==> src/rtl/lfsr_pkg.sv <==
// Shared types and helpers for the LFSR transfer controller.
package lfsr_pkg;

  localparam int ADDR_W_DEF = 8;
  localparam int DATA_W_DEF = 8;
  localparam int LFSR_W_DEF = 7;

  typedef enum logic [2:0] {
    IDLE,
    RD,
    WAIT,
    WR,
    DONE
  } state_e;

  // Shift left and insert the tap parity; valid for widths up to 16.
  function automatic logic [15:0] lfsr_step(
    input logic [15:0] s,
    input logic [15:0] t,
    input int          w
  );
    logic [15:0] m;
    m = 16'((32'd1 << w) - 32'd1);
    return ((s << 1) | 16'(^(s & t))) & m;
  endfunction

endpackage

==> src/rtl/lfsr_xfer_ctrl_core.sv <==
// LFSR keystream register with its tap mask.
module lfsr_core
  import lfsr_pkg::*;
#(
  parameter int W = LFSR_W_DEF
) (
  input  logic         clk,
  input  logic         reset,
  input  logic         seed_ld_i,
  input  logic [W-1:0] seed_i,
  input  logic         taps_ld_i,
  input  logic [W-1:0] taps_i,
  input  logic         step_i,
  output logic [W-1:0] state_o
);

  logic [W-1:0] lfsr_q;
  logic [W-1:0] taps_q;
  logic [15:0]  nxt;

  assign nxt     = lfsr_step(16'(lfsr_q), 16'(taps_q), W);
  assign state_o = lfsr_q;

  always_ff @(posedge clk) begin
    if (reset) begin
      lfsr_q <= '0;
      taps_q <= '0;
    end else begin
      if (seed_ld_i)   lfsr_q <= seed_i;
      else if (step_i) lfsr_q <= nxt[W-1:0];
      if (taps_ld_i)   taps_q <= taps_i;
    end
  end

endmodule

==> src/rtl/lfsr_xfer_ctrl.sv <==
// Walks a source buffer, XORs each byte with the LFSR keystream and
// writes it to a destination buffer; stalls the core while running.
module lfsr_xfer_ctrl
  import lfsr_pkg::*;
#(
  parameter int ADDR_W = ADDR_W_DEF,
  parameter int DATA_W = DATA_W_DEF,
  parameter int LFSR_W = LFSR_W_DEF
) (
  input  logic              clk,
  input  logic              reset,
  input  logic              start,
  input  logic              seed_ld,
  input  logic [LFSR_W-1:0] seed,
  input  logic              taps_ld,
  input  logic [LFSR_W-1:0] taps,
  input  logic [ADDR_W-1:0] src_addr,
  input  logic [ADDR_W-1:0] dst_addr,
  input  logic [ADDR_W-1:0] len,
  output logic              busy,
  output logic              done,
  output logic [ADDR_W-1:0] mem_addr,
  output logic              mem_rd_en,
  input  logic [DATA_W-1:0] mem_rdata,
  output logic              mem_wr_en,
  output logic [DATA_W-1:0] mem_wdata
);

  state_e            state_q, state_d;
  logic [ADDR_W-1:0] src_q, dst_q, len_q, idx_q;
  logic [ADDR_W-1:0] idx_inc, addr_q;
  logic [DATA_W-1:0] rbuf_q, wdata_q;
  logic [LFSR_W-1:0] lfsr_st;
  logic              idle;

  assign idle    = (state_q == IDLE);
  assign idx_inc = idx_q + 1'b1;

  lfsr_core #(.W(LFSR_W)) u_core (
    .clk      (clk),
    .reset    (reset),
    .seed_ld_i(idle & seed_ld),
    .seed_i   (seed),
    .taps_ld_i(idle & taps_ld),
    .taps_i   (taps),
    .step_i   (state_q == WR),
    .state_o  (lfsr_st)
  );

  always_comb begin
    state_d = state_q;
    unique case (state_q)
      IDLE: if (start) state_d = (len == '0) ? DONE : RD;
      RD:   state_d = WAIT;
      WAIT: state_d = WR;
      WR:   state_d = (idx_inc == len_q) ? DONE : RD;
      DONE: state_d = IDLE;
      default: state_d = IDLE;
    endcase
  end

  always_comb begin
    busy      = !idle;
    done      = (state_q == DONE);
    mem_rd_en = (state_q == RD);
    mem_wr_en = (state_q == WR);
    mem_addr  = addr_q;
    mem_wdata = wdata_q;
    if (state_q == RD) mem_addr = src_q + idx_q;
    if (state_q == WR) begin
      mem_addr  = dst_q + idx_q;
      mem_wdata = rbuf_q ^ {{(DATA_W-LFSR_W){1'b0}}, lfsr_st};
    end
  end

  always_ff @(posedge clk) begin
    if (reset) begin
      state_q <= IDLE;
      src_q   <= '0;
      dst_q   <= '0;
      len_q   <= '0;
      idx_q   <= '0;
      rbuf_q  <= '0;
      addr_q  <= '0;
      wdata_q <= '0;
    end else begin
      state_q <= state_d;
      addr_q  <= mem_addr;
      wdata_q <= mem_wdata;
      if (idle && start) begin
        src_q <= src_addr;
        dst_q <= dst_addr;
        len_q <= len;
        idx_q <= '0;
      end
      if (state_q == WAIT) rbuf_q <= mem_rdata;
      if (state_q == WR)   idx_q  <= idx_inc;
    end
  end

endmodule
==> config.mk <==
export PLATFORM = sky130hd
export DESIGN_NAME = lfsr_xfer_ctrl
export DESIGN_NICKNAME = d
export VERILOG_FILES = /design/src/rtl/lfsr_pkg.sv /design/src/rtl/lfsr_xfer_ctrl_core.sv /design/src/rtl/lfsr_xfer_ctrl.sv
export SDC_FILE = /design/constraint.sdc
export NUM_CORES = 1
export LEC_CHECK = 0
export BUFFER_PORTS_ARGS = -buffer_cell sky130_fd_sc_hd__clkbuf_2
export CORE_MARGIN = 2
export CORE_UTILIZATION = 45
export CTS_CLUSTER_SIZE = 14
export DETAILED_ROUTE_END_ITERATION = 10
export PLACE_DENSITY = 0.67
export REMOVE_ABC_BUFFERS = 1
export SETUP_SLACK_MARGIN = 0.2
export SYNTH_ARGS = -nofsm -noshare
export SYNTH_HDL_FRONTEND = slang
export SYNTH_HIERARCHICAL = 1
export SYNTH_SLANG_ARGS = --single-unit
==> constraint.sdc <==
create_clock -name clk -period 3.9 [get_ports clk]
set_input_delay 0.195 -clock clk [delete_from_list [all_inputs] [get_ports clk]]
set_output_delay 0.195 -clock clk [all_outputs]
set_load 0.02 [all_outputs]
After elaboration in Yosys (flattened, before gate mapping) --
Cells that the tools add are included.
Word-level totals: register bits 73, input bits 51, output and inout bits 20, logic and storage cells 42
Cells by class: $add $sub $neg 3, eq/ne operators 6, muxes and demuxes 11, bitwise logic cells 5, reductions and logical operators 7
Operators with widths (count):
- $mux 8 | 5
- $add 8x8->8 | 2
- $reduce_xor 16->1 | 1
- $mux 7 | 2
- $pmux 3 s4 | 1
- $mux 3 | 3
- $add 8x1->8 const B | 1
- $eq 8x8->1 | 1
- $logic_not 8->1 | 1
- $xor 8x7->8 | 1
- $and 7x7->7 | 1
- $or 7x1->7 | 1
- $eq 3x2->1 const B | 2
- $reduce_bool 2->1 | 2
- $eq 3x1->1 const B | 1
- $eq 3x3->1 const B | 1
- $logic_not 3->1 | 1
- $and 1x1->1 | 2
- $ne 2x2->1 const B | 1
- $logic_and 1x1->1 | 1
- $logic_not 1->1 | 1

Longest topological paths before layout --
Gate-level depths: netlist of the first run.
word-level depth 5, gate-level depth with buffers 10, gate-level depth less buffers 9

Modules after synthesis --
Netlist of the first run, hierarchy kept.
Modules (own cells, without submodules):
- lfsr_xfer_ctrl | times used 1, cells an instance 401, area each 3168.0 µm², sequential area each 1181.1 µm²
- lfsr_core | times used 1, cells an instance 72, area each 649.4 µm², sequential area each 280.3 µm²

Worst setup path after synthesis of the first run --
OpenSTA, ideal clock, no wires.
path kind reg-to-output, start reg idx_q[0], end out mem_addr[6], arrival 2.218 ns, required time 3.705 ns, path slack 1.487 ns, cell stages (with the launch flop) 10, buffers on the path 0, path through dfxtp_1 > ha_1 > inv_1 > fa_1 > nand2b_1 > a21oi_1 > o21a_1 > or3_1 > a21oi_1 > a211oi_1
Between the ends: word-level cells in the longest chain between the ends 3, elaborated cells between the ends (all ways) 4, classes of those cells add/sub (2); mux (2)
Ends and longest elaborated chain:
- start: declaration | RTL line lfsr_xfer_ctrl.sv:30 | logic [ADDR_W-1:0] src_q, dst_q, len_q, idx_q;
- start signal: assignment | RTL line lfsr_xfer_ctrl.sv:97 | if (state_q == WR) idx_q <= idx_inc;
- $add 8x8->8 | RTL line lfsr_xfer_ctrl.sv:69 | if (state_q == RD) mem_addr = src_q + idx_q;
- $mux 8 | RTL line lfsr_xfer_ctrl.sv:69
- $mux 8 * | RTL line lfsr_xfer_ctrl.sv:70 | if (state_q == WR) begin
- end: declaration | RTL line lfsr_xfer_ctrl.sv:22 | output logic [ADDR_W-1:0] mem_addr,
Every way passes the cells marked *; elsewhere a longest branch is shown, timed or not.

Worst setup path in the final report of the first run --
Same ends and word-level chain as after synthesis.

==> results of run 1 <==
power by group through the flow:
stage,sequential (mW),clock [mW],combinational (mW)
2_1_floorplan,0.867,0,0.293
3_3_place_gp,0.883,0,0.413
3_5_place_dp,0.884,0,0.421
4_1_cts,0.866,0.744,0.422
5_1_grt,0.875,0.772,0.475
6_report,0.866,0.728,0.419
cell usage after synthesis, drive strengths merged, types with 3 or more instances:
cell type,count
nand2,83
dfxtp,73
nor2,50
a21oi,47
o21ai,26
xnor2,25
mux2i,22
nor2b,18
clkbuf,16
ha,15
inv,10
buf,9
nor3,9
nand3,7
nor4,6
a211oi,5
and2,4
and3,4
nand2b,4
or3,4
xor2,4
nor3b,3
o21a,3
cell type report:
class / instances / area (sq um)
clock buffer: 10 / 127.6
clock inverter: 6 / 115.1
fill: 779 / 3752
inverter: 11 / 41.29
multi-input combinational: 364 / 2215
sequential: 73 / 1461
tap: 105 / 131.4
timing repair buffer: 73 / 372.9
critical path, cell delays in order (launching register included):
cell	delay, ns
dfxtp_1	0.49
ha_1	0.23
inv_1	0.06
fa_1	0.41
nand2b_1	0.18
a21oi_1	0.18
o21a_1	0.14
or3_1	0.10
a21oi_1	0.07
a211oi_1	0.22
clkbuf_2	0.20
final timing paths:
path                from           to  slack, ns
max             idx_q[0]  mem_addr[6]       1.09
min          src_addr[5]     src_q[5]       0.06
max reg2reg   state_q[1]     idx_q[7]       1.50
min reg2reg     src_q[6]     src_q[6]       0.47
sequential cells by signal (all words and copies together) (netlist names), 7 cells and up:
signal,flops
len_q,8
u_core/taps_q,7
u_core/state_o,7
src_q,8
wdata_q,8
idx_q,8
rbuf_q,8
dst_q,8
addr_q,8
routing by layer:
metal / track usage, % / vias up / routed length, um
met3: 3.759 / 10 / 381
met5: 0 / - / 0
met2: 33.16 / 66 / 3997
met1: 26.64 / 1523 / 4294
met4: 7.381 / 0 / 104
li1: - / 1725 / -
metrics by stage:
stage	setup slack, ns	instance area [sq um]
2_1_floorplan	1.463	3712
3_3_place_gp	1.491	4222
3_5_place_dp	1.461	4222
4_1_cts	1.058	4464
5_1_grt	0.8508	4464
6_report	1.092	4464
logic make-up after synthesis:
group                    count (synthesis)  synth area share (%)
AND/OR/NAND/NOR                        194                 23.04
AO/OA/AOI/OAI                           99                 14.98
flip-flops                              73                 38.28
buffers and inverters                   36                 3.835
XOR/XNOR                                31                 7.833
multiplexers                            23                 6.064
adder cells (fa/ha/maj)                 17                 5.965
==> results.txt, run 1 <==
Nets = 600
TritonCTS Buffers = 9
Die area = 0.009236 sq mm
Largest net degree at the start of global routing = 40
Post-route ant nets = 0
Final Skew = 0.007321 ns
GP Congestion = 0.7863
Tcrit/Tclk final = 72.00%
Crit Path Class = flip-flop to output port
Mapped cell area = 0.003817 sq mm
Nature of the critical path endpoint = output port
Initial DRC count = 114
Global-route wire length before repair = 14470 um
Register area share after synthesis = 38.28%
RSZ-0062 raised after global routing = false
Syn Inst Count = 473
Total clock sinks = 73
Leak = 1.850 nW
Global-route usage over all layers = 20.28%
Yosys warning count = 6
Post_cts resized = 0
Layout cells sized above 1 = 17.50%
I/O Pins = 71
Core area = 0.008217 sq mm
Slew Limit Fails = 0
Yosys reg bits = 73
Clk pwr share = 36.2%
Hold depth = 3
Initial antenna violation count = 0
Worst Tran Pin Value = 0.9552 ns
Crit path DAT = 2.61 ns
Final std cells w/o fill = 642
HPWL Detailed = 6439 um
Setup violators final = 0
DRT Wirelength = 8777 um
Comb pwr share = 20.8%
# DRC = 0
Fmax = 0.3561 GHz
Final hold violations = 0
Setup tns final = 0 ns
1st-pass router iterations = 4
Clock-pin slew on the worst setup and hold paths = 0.08 ns
Area growth syn-to-layout = 16.95%
P_sw = 603.6 uW
Slew HR = 36.04%
Grt ovf = 0
CTS Hold Buffers Added = 0
Worst-path maximum fanout = 9
Starting Density = 46.46%
Via density = 5.178
H-Tree Depth = 3
Switching portion of total power = 29.98%
Most frequent cells in the layout = 83 x nand2_1, 73 x dfxtp_1, 70 x clkbuf_2
Most used DFF post-synth = dfxtp_1
Number of global-route vias before repair = 3233
Final core occ = 54.33%
Top cell type's share of synthesized area = 38.28%
Sequential power share = 43.0%
CTS Root Buffer Type = clkbuf_8
Critical path startpoint category = flip-flop
Clock Tree Buf Depth = 2
Inst Count DP = 626
Worst r2r path cells = 6
CTS tree = done
Wire per inst = 13.67 um
Synth Area per Inst = 8.071 sq um
Die width = 96.11 um
Cell taking the most area after synthesis = dfxtp_1
Pint = 1.410 mW
Vias post-DR = 3324
Post-synth EDFFs = 0
Top post-synthesis cells by area = dfxtp_1 38%, nand2_1 8.2%, a21oi_1 6.2%, mux2i_1 5.8%, xnor2_1 5.7%
Post-synthesis async set-or-reset flop share = 0%
Antenna cells = 0
Netlist cell types = 48
Worst EP required = 3.70 ns
Pwr per Cell Area = 451.0 mW/mm^2
Clk_lat worst skew = 0.35 ns
Buffers on Ports = 70
Post-CTS setup buffer count = 0
Commonest non-fill, non-tap cell in the layout = nand2_1
Total Power = 2.014 mW
Hold slack = 0.05800 ns
HP Class = primary input to flip-flop
Max Cap Viol = 0
Worst ir drop on vdd = 0.0002329 V
FP Rows = 33
Outcome = finished clean
Final min period = 2.808 ns
Die H = 96.11 um
(Power assumes the default switching activity.)
==> run 2: changes to the inputs <==
ABC_AREA = 1   (was not set)
PLACE_DENSITY = 0.66   (was 0.67)
clock period = 2.9 ns   (was 3.9 ns; I/O delays follow)
==> run 2 against run 1 <==
Net effect:
- via count grew 19%
- hold slack got worse by 0.048 ns
- die area rose by 7.4%
- setup slack worse by 0.63 ns
- global-route usage rose by 1.1 points
- utilization is 1.2 points lower
- combinational power increased by 18%
- flip-flop and latch count is the same
- register-to-register slack worse by 0.49 ns
- critical endpoint unchanged
==> results.txt, run 2 <==
Outcome = finished clean
HP Class = primary input to flip-flop
Post-synth top cells = 149 x nand2_1, 74 x inv_1, 73 x dfxtp_1
Yosys warning count = 6
Slew Limit Fails = 0
Xor/xnor share of the synthesized area = 3.194%
HPWL Detailed = 7491 um
Most numerous cell in the Yosys netlist = nand2_1
Most frequent cells in the layout = 149 x nand2_1, 74 x inv_1, 72 x dfxtp_1
Worst r2r src = idx_q[2]
TritonCTS Buffers = 9
Most used DFF post-synth = dfxtp_1
Final Skew = 0.01458 ns
Max Cap Viol = 0
Total clock sinks = 73
HP Start = taps[0]
Setup violators final = 0
Synth Area in Compound Gates = 15.49%
Nature of the critical path endpoint = output port
# DRC = 0
Yosys reg bits = 73
Syn Inst Count = 602
Worst ir drop on vdd = 0.0003500 V
Crit path DAT = 2.30 ns
Grt ovf = 0
Final min period = 2.440 ns
Clk_lat worst skew = 0.36 ns
Mapped cell area = 0.004113 sq mm
I/O Pins = 71
Clk pwr share = 30.2%
Final hold violations = 0
CTS Root Buffer Type = clkbuf_8
Post-route cell area = 0.004681 sq mm
Global-route wire length before repair = 17090 um
Post-synth EDFFs = 0
Wire per inst = 12.96 um
Vias post-DR = 3972
Global-route usage over all layers = 21.35%
Largest net degree at the start of global routing = 36
Post-synthesis async set-or-reset flop share = 0%
Buffers on Ports = 70
Cell taking the most area after synthesis = dfxtp_1
Post-Synth Simple-Gate Area = 30.00%
Setup tns final = 0 ns
Netlist cell types = 39
Die area = 0.009920 sq mm
DRT Wirelength = 10080 um
RSZ-0062 raised after global routing = false
Fillers = 864
Initial DRC count = 130
Top cell type's share of synthesized area = 35.53%
Pwr per Cell Area = 500.6 mW/mm^2
Comb pwr share = 21.2%
Post-route ant nets = 0
Critical path startpoint category = flip-flop
FP Rows = 34
Post-Synth Adder-Cell Area = 5.537%
Die H = 99.60 um
Pint = 1.563 mW
Antenna cells = 0
CTS tree = done
Area of the multi-input gates = 0.002230 sq mm
Tcrit/Tclk final = 84.14%
Die width = 99.60 um
Register area share after synthesis = 35.53%
Final core occ = 53.15%
GP Congestion = 0.9141
Leak = 2.312 nW
Initial antenna violation count = 0
Fmax = 0.4098 GHz
1st-pass router iterations = 4
Switching portion of total power = 33.28%
Clock Tree Buf Depth = 2
H-Tree Depth = 3
Layout cells sized above 1 = 17.91%
Slew HR = 47.07%
Worst-path maximum fanout = 10
Crit Path Class = flip-flop to output port
Starting Density = 46.70%
Sequential power share = 48.7%
Nets = 734
Via density = 5.105
Number of global-route vias before repair = 3812
Worst EP required = 2.76 ns
Largest family of logic cells by synthesized area = simple AND/OR/NAND/NOR gates
Synth Area per Inst = 6.832 sq um
Post-synthesis mux area share = 0%
P_sw = 779.8 uW
Clock-pin slew on the worst setup and hold paths = 0.08 ns
Worst Setup SP = idx_q[0]
Area growth syn-to-layout = 13.81%
Top post-synthesis cells by area = dfxtp_1 36%, nand2_1 14%, inv_1 6.8%, nand3_1 6.2%, a21oi_1 6.0%
Core area = 0.008806 sq mm
Placed Area = 0.004501 sq mm
Register area = 0.001463 sq mm
Commonest non-fill, non-tap cell in the layout = nand2_1
Worst Tran Pin Value = 0.7911 ns
## run 2: changes by cell type after synthesis, sizes merged, moves of 8 or more
cell | before | now
xor2 | 4 | 12
xnor2 | 25 | 3
mux2i | 22 | 0
nand3 | 7 | 52
nand4 | 0 | 9
nor2b | 18 | 0
nor2 | 50 | 59
o21ai | 26 | 43
inv | 10 | 82
nand2 | 83 | 154
## run 2: cell families (layout without fill, tap and decap cells)
kind of cell / count (synthesis) / in the layout
buf+inv: 102 / 170
xor+xnor: 15 / 15
simple gates: 283 / 283
flops: 73 / 73
fa+ha+maj: 17 / 17
compound gates: 112 / 112
## run 2: worst paths after layout
kind,to,slack (ns),cells after the start
worst max-delay path,mem_addr[6],0.46,10
worst min-delay path,u_core/taps_q[0],0.01,3
worst max register to register,addr_q[5],1.01,9
worst min register to register,len_q[0],0.48,2
## run 2: timing repair
action | CTS | global route
setup endpoints to repair | 0 | 2
hold buffers | 1 | 0
resized for setup | 0 | 1
endpoints found under the hold margin | 1 | 0
buffers inserted | 0 | 0
## run 2: layout make-up
cell class	count	share of cell area, %
multi-input combinational	427	47.63
clock inverter	6	0.9623
timing repair buffer	72	7.859
tap	108	2.887
inverter	83	6.763
sequential	73	31.25
clock buffer	9	2.646
## run 2: per-stage QoR
stage,std cells,power [mW],hold WS (ns),setup WS (ns)
global placement,762,1.648,0.3727,0.8158
floorplan,583,1.485,0.2074,0.8363
finish,778,2.343,0.01026,0.4599
CTS,778,2.363,0.0007421,0.3231
global route,778,2.479,0.01909,0.2692
detailed placement,762,1.657,0.3754,0.7191
## run 2: worst max-delay path, stage by stage (launching register included)
cell and delay, ns:
dfxtp_2 0.44, ha_1 0.23, inv_1 0.07, fa_1 0.36, inv_1 0.11, nand4_1 0.10, nand3_1 0.10, xor2_1 0.07
o21ai_0 0.20, nand2_1 0.10, clkbuf_2 0.16
## run 2: routing by layer
metal	wire length (um)	track usage, %	vias up	part of all wire, %
met5	0	0	-	0
met4	178	6.006	0	1.8
met3	552	5.833	16	5.5
met2	4810	37.37	117	48
met1	4537	25.68	1769	45
li1	-	-	2070	-
## run 2: power groups by stage
stage	clock [mW]	combinational, mW	sequential (mW)
2_1_floorplan	0	0.338	1.15
3_5_place_dp	0	0.494	1.16
4_1_cts	0.725	0.498	1.14
3_3_place_gp	0	0.487	1.16
5_1_grt	0.766	0.561	1.15
6_report	0.707	0.496	1.14
